**src/rtl/serial_sub_if.sv**
```systemverilog
// Start/busy/done handshake and operand/result bundle for serial_sub.
// Latency: n/a. Backpressure: none; the sequencer must wait for busy=0. The ovf signal exists only with SERIAL_SUB_OVF_EN.
interface serial_sub_if #(
    parameter int WIDTH = 8
);
    logic             start;
    logic [WIDTH-1:0] a;
    logic [WIDTH-1:0] b;
    logic             bin;
    logic             busy;
    logic             done;
    logic [WIDTH-1:0] diff;
    logic             bout;
`ifdef SERIAL_SUB_OVF_EN
    logic             ovf;

    modport master (output start, a, b, bin, input busy, done, diff, bout, ovf);
    modport slave  (input start, a, b, bin, output busy, done, diff, bout, ovf);
`else
    modport master (output start, a, b, bin, input busy, done, diff, bout);
    modport slave  (input start, a, b, bin, output busy, done, diff, bout);
`endif
endinterface

```
**src/rtl/serial_sub.sv**
```systemverilog
// Bit-serial a - b - bin, LSB first, one full-subtractor cell plus a borrow flop. Optional SERIAL_SUB_OVF_EN adds ovf.
// Latency: done pulses in the cycle after the WIDTH-th shift edge. Backpressure: start is ignored while busy.
module serial_sub #(
    parameter int WIDTH = 8
) (
    input  logic         clk,
    input  logic         rst_n,
    serial_sub_if.slave  io_bus
);
    localparam int CNT_W = $clog2(WIDTH) + 1;

    typedef enum logic {
        S_IDLE  = 1'b0,
        S_SHIFT = 1'b1
    } state_t;

    state_t           r_state;
    state_t           w_state_nxt;
    logic [WIDTH-1:0] r_a;
    logic [WIDTH-1:0] r_b;
    // Only the upper WIDTH-1 bits are kept; the final bit goes straight to diff.
    logic [WIDTH-1:1] r_res;
    logic [WIDTH-1:0] r_diff;
    logic             r_brw;
    logic             r_bout;
    logic             r_done;
    logic [CNT_W-1:0] r_cnt;
`ifdef SERIAL_SUB_OVF_EN
    logic             r_ovf;
`endif

    logic             w_accept;
    logic             w_shift;
    logic             w_last;
    logic             w_d;
    logic             w_brw_nxt;
    logic [WIDTH-1:0] w_res_nxt;

    always_comb begin
        w_state_nxt = r_state;
        w_accept    = 1'b0;
        w_shift     = 1'b0;
        w_last      = 1'b0;
        case (r_state)
            S_IDLE: begin
                if (io_bus.start) begin
                    w_accept    = 1'b1;
                    w_state_nxt = S_SHIFT;
                end
            end
            S_SHIFT: begin
                w_shift = 1'b1;
                if (r_cnt == CNT_W'(WIDTH - 1)) begin
                    w_last      = 1'b1;
                    w_state_nxt = S_IDLE;
                end
            end
            default: w_state_nxt = S_IDLE;
        endcase
    end

    assign w_d       = r_a[0] ^ r_b[0] ^ r_brw;
    assign w_brw_nxt = (~r_a[0] & r_b[0]) | (~(r_a[0] ^ r_b[0]) & r_brw);
    assign w_res_nxt = {w_d, r_res};

    always_ff @(posedge clk) begin
        if (!rst_n) begin
            r_state <= S_IDLE;
            r_a     <= '0;
            r_b     <= '0;
            r_res   <= '0;
            r_diff  <= '0;
            r_brw   <= 1'b0;
            r_bout  <= 1'b0;
            r_done  <= 1'b0;
            r_cnt   <= '0;
`ifdef SERIAL_SUB_OVF_EN
            r_ovf   <= 1'b0;
`endif
        end else begin
            r_state <= w_state_nxt;
            r_done  <= w_last;
            if (w_accept) begin
                r_a   <= io_bus.a;
                r_b   <= io_bus.b;
                r_brw <= io_bus.bin;
                r_cnt <= '0;
            end else if (w_shift) begin
                r_a   <= r_a >> 1;
                r_b   <= r_b >> 1;
                r_res <= w_res_nxt[WIDTH-1:1];
                r_brw <= w_brw_nxt;
                r_cnt <= r_cnt + CNT_W'(1);
            end
            if (w_last) begin
                r_diff <= w_res_nxt;
                r_bout <= w_brw_nxt;
`ifdef SERIAL_SUB_OVF_EN
                // On the last shift r_a[0]/r_b[0] are the operand sign bits and w_d is the result sign.
                r_ovf  <= (r_a[0] ^ r_b[0]) & (w_d ^ r_a[0]);
`endif
            end
        end
    end

    assign io_bus.busy = (r_state == S_SHIFT);
    assign io_bus.done = r_done;
    assign io_bus.diff = r_diff;
    assign io_bus.bout = r_bout;
`ifdef SERIAL_SUB_OVF_EN
    assign io_bus.ovf  = r_ovf;
`endif

endmodule

```
**src/flat_wrapper.sv**
```systemverilog
// flat-port wrapper written by rule: the top's interface ports become plain ports
module serial_sub_flat 
#(
    parameter int WIDTH = 8
)
  (clk, rst_n, io_bus_start, io_bus_a, io_bus_b, io_bus_bin, io_bus_busy, io_bus_done, io_bus_diff, io_bus_bout);
  serial_sub_if #(.WIDTH(WIDTH)) io_bus_i ();
  input  logic clk;
  input  logic rst_n;
  input wire logic [$bits(io_bus_i.start)-1:0] io_bus_start;
  input wire logic [$bits(io_bus_i.a)-1:0] io_bus_a;
  input wire logic [$bits(io_bus_i.b)-1:0] io_bus_b;
  input wire logic [$bits(io_bus_i.bin)-1:0] io_bus_bin;
  output wire logic [$bits(io_bus_i.busy)-1:0] io_bus_busy;
  output wire logic [$bits(io_bus_i.done)-1:0] io_bus_done;
  output wire logic [$bits(io_bus_i.diff)-1:0] io_bus_diff;
  output wire logic [$bits(io_bus_i.bout)-1:0] io_bus_bout;
  assign io_bus_i.start = io_bus_start;
  assign io_bus_i.a = io_bus_a;
  assign io_bus_i.b = io_bus_b;
  assign io_bus_i.bin = io_bus_bin;
  assign io_bus_busy = io_bus_i.busy;
  assign io_bus_done = io_bus_i.done;
  assign io_bus_diff = io_bus_i.diff;
  assign io_bus_bout = io_bus_i.bout;
  serial_sub #(.WIDTH(WIDTH)) u_core (.clk(clk), .rst_n(rst_n), .io_bus(io_bus_i));
endmodule
```
**config.mk**
```make
export PLATFORM = sky130hd
export DESIGN_NAME = serial_sub_flat
export DESIGN_NICKNAME = d
export VERILOG_FILES = /design/src/rtl/serial_sub_if.sv /design/src/rtl/serial_sub.sv /design/src/flat_wrapper.sv
export SDC_FILE = /design/constraint.sdc
export NUM_CORES = 1
export LEC_CHECK = 0
export ABC_CLOCK_PERIOD_IN_PS = 1570
export BUFFER_PORTS_ARGS = -buffer_cell sky130_fd_sc_hd__buf_2
export CAP_MARGIN = 15
export CORE_UTILIZATION = 57
export CTS_BUF_LIST = sky130_fd_sc_hd__clkbuf_4 sky130_fd_sc_hd__clkbuf_8
export DETAILED_ROUTE_END_ITERATION = 8
export PLACE_DENSITY = 0.87
export SKIP_LAST_GASP = 1
export SLEW_MARGIN = 10
export SYNTH_ARGS = -nofsm -noshare
export SYNTH_HDL_FRONTEND = slang
export SYNTH_SLANG_ARGS = --single-unit
export TNS_END_PERCENT = 100
```
**constraint.sdc**
```tcl
create_clock -name clk -period 1.57 [get_ports clk]
set_input_delay 0.2355 -clock clk [delete_from_list [all_inputs] [get_ports clk]]
set_output_delay 0.2355 -clock clk [all_outputs]
set_load 0.01 [all_outputs]
```
==> run_results.csv <==
group,metric,value,unit
outcome,outcome,"finished, violations left",
outcome,violations,"DRC",
synthesis,yosys.area.top_type_share,45.8,%
critical_path,cp_data_arrival_time,1.19,ns
synthesis,synth_top_area_cell,"dfxtp_1",
clock_tree,cts_sinks,39,
die,start_util,60.7,%
pwr,leakagePower,0.849,nW
detailed_routing,route.detailed.drc,6,
grt,grt_pass1_vias,1250,
synthesis,synthDistinctLibCells,27,
critical_path,required,1.33,ns
clock_tree,clkLatencyLatePin,0.36,ns
place,post_dp_cell_area,1840,um^2
detailed_routing,wirelength,3200,um
sta,worst_slew_pin_slew,0.504,ns
sta,fin_crit_sh,90.9,%
finish,final_cell_mix,"38 x dfxtp_1, 33 x nand2_1, 30 x buf_2",
synthesis,yosysSeqAreaShare,45.8,%
place,gp_congestion,0.736,
sta,maxSlewViolCount,0,
grt,grt.met1_usage,24.3,%
die,die_height,56.7,um
sta,final-setup-viol-count,0,
grt,grt_max_degree,39,
place,port_buffers,30,
detailed_routing,wl_per_cell,13.3,um
sta,slew_headroom,66.4,%
sta,fin_skew,0.0117,ns
finish,finish.instance_area,1910,um^2
clock_tree,cts_made_buffers,5,
grt,antenna_found_initial,0,
critical_path,cp-end-kind,"output port",
detailed_routing,dr.pass1.iters,6,
synthesis,synth_nets,203,
clock_tree,cts_tree,"built",
grt,gr-total-overflow,0,
place,dpl.hpwl,2170,um
clock_tree,cts_setup_buffers,0,
synthesis,synth-warning-count,0,
grt,grtUsageMet2,38.4,%
critical_path,slowest_delay,0.45,ns
grt,grt.busiest_layer,"met2",
clock_tree,clk_pin_slew_worst_paths,0.12,ns
worst_hold_path,hp-class,"input port to flip-flop",
pwr,irDropWorstVdd,0.678,mV
critical_path,criticalPathCategory,"flip-flop to output port",
finish,diodes,0,
clock_tree,cts_hold_buf,0,
sta,rsz0062_at_grt,"false",
die,chipWidth,56.7,um
sta,min_period,1.43,ns
clock_tree,clockBufferDepth,2,
clock_tree,cts_root_buffer,"clkbuf_4",
finish,drive_gt1_share,21.5,%
critical_path,worstSetupStartpointType,"flip-flop",
die,coreArea,2810,um^2
place,placedCellCount,232,
grt,grt_pass1_wl,5380,um
detailed_routing,vias,1277,
synthesis,netlist_instances,181,
synthesis,ys_ff_latch,39,
synthesis,syn_area_per_cell,9.42,um^2
synthesis,syn_area,1700,um^2
die,io_pins,31,
detailed_routing,drt_iter0_markers,40,
critical_path,critPathMaxFanout,27,
detailed_routing,ant_nets,0,
die,dieArea,3210,um^2
pwr,power_density,917,nW/um^2
grt,grt_usage,22.1,%
finish,syn2layout_area_growth,11.9,%
detailed_routing,via_per_inst,5.32,
die,rows,19,
finish,stdcell_count,240,
finish,nets,230,
sta,hold_viol,0,
synthesis,synth.area.top_cells,"dfxtp_1 46%, mux2i_1 14%, nand2_1 7.3%",
sta,fin_tns_setup,0,ns
clock_tree,cts-htree-levels,2,
job,cap_violations,0,
critical_path,cp_cell_sequence,"buf_6 -> buf_2",
finish,mostFrequentLayoutCell,"dfxtp_1",
critical_path,slowest_stage,"dfxtp_2",
sta,fmax,0.700,GHz
grt,met3_usage,8.29,%
## worst max-delay path: cells and delay by family, from the launching register on
family	cells	cell delay, ns
flip-flops	1	0.45
buffers and inverters	2	0.39
## logic make-up (layout without fill, tap and decap cells)
family                     Yosys count  in the layout  synth area share, %
AOI/OAI and AO/OA                   32             32                 11.5
xor gates and xnor gates             1              1                0.514
and+or+nand+nor                     69             69                 21.3
DFF                                 39             39                 45.8
adders and majority gates            2              2                 1.91
buffers and inverters               15             43                 5.43
muxes                               23             23                 13.5
## synth_stat cells (all sizes together)
master / number
nand2b: 1
nor2b: 10
fa: 1
nand2: 33
a21oi: 3
o21ai: 17
ha: 1
a41oi: 1
nor3b: 4
nand4b: 1
inv: 2
xor2: 1
clkbuf: 5
nand3: 1
a21boi: 8
nor2: 3
dfxtp: 39
mux2i: 23
o211a: 2
o21a: 1
and4b: 1
and2: 15
buf: 8
## per-stage QoR
| stage | total power [mW] | worst slack [ns] | hold WS (ns) | util [%] |
|---|---|---|---|---|
| 2_1_floorplan | 1.20 | 0.347 | 0.383 | - |
| 3_3_place_gp | 1.25 | 0.201 | 0.441 | 65.7 |
| 3_5_place_dp | 1.26 | 0.103 | 0.449 | 65.7 |
| 4_1_cts | 1.76 | 0.0352 | 0.102 | 67.9 |
| 5_1_grt | 1.84 | 0.0697 | 0.0984 | 68.0 |
| 6_report | 1.75 | 0.142 | 0.114 | 68.0 |
## cell type report
cell class                 count  area [um^2]
fill                         235          898
multi-input combinational    127          832
sequential                    39          782
timing repair buffer          33          189
tap                           31         38.8
clock buffer                   5         37.5
clock inverter                 3         20.0
inverter                       2         7.51
## worst paths after layout
path / from / end / slack [ns] / cells after the start
worst max-delay path: u_core.io_bus.busy$_SDFF_PN0_ / io_bus_busy / 0.14 / 2
worst min-delay path: io_bus_a[7] / u_core.r_a[7]$_SDFFE_PN0P_ / 0.11 / 3
worst max register to register: u_core.r_cnt[0]$_SDFFE_PP0P_ / u_core.io_bus.bout$_SDFFE_PN0P_ / 0.15 / 4
worst min register to register: u_core.io_bus.diff[5]$_SDFFE_PN0P_ / u_core.io_bus.diff[5]$_SDFFE_PN0P_ / 0.46 / 2
## metal layers
layer,vias to the layer above,wire [um]
met5,-,0
met4,0,47
met3,6,131
met2,22,1590
met1,593,1440
li1,656,-
## registers in the layout, summed over array words and instances (netlist names)
| name | count |
|---|---|
| u_core.io_bus.diff | 8 |
| u_core.r_a | 8 |
| u_core.r_b | 8 |
| u_core.r_res | 7 |
| u_core.r_cnt | 4 |
| u_core.io_bus.bout | 1 |
| u_core.io_bus.busy | 1 |
| u_core.io_bus.done | 1 |
| u_core.r_brw | 1 |
## report_power, final
part / switching (mW) / leakage (nW) / internal (mW)
Sequential: 0.0255 / 0.318 / 1.02
Clock: 0.342 / 0.0272 / 0.171
Combinational: 0.0908 / 0.504 / 0.0955
Total: 0.458 / 0.849 / 1.29
## repair_timing
| action | 4_1_cts | 5_1_grt |
|---|---|---|
| endpoints found under the setup margin | 1 | 7 |
| resized for setup | 1 | 2 |
| pin swaps | 0 | 0 |
No activity file was read; power rests on OpenSTA's default activity.
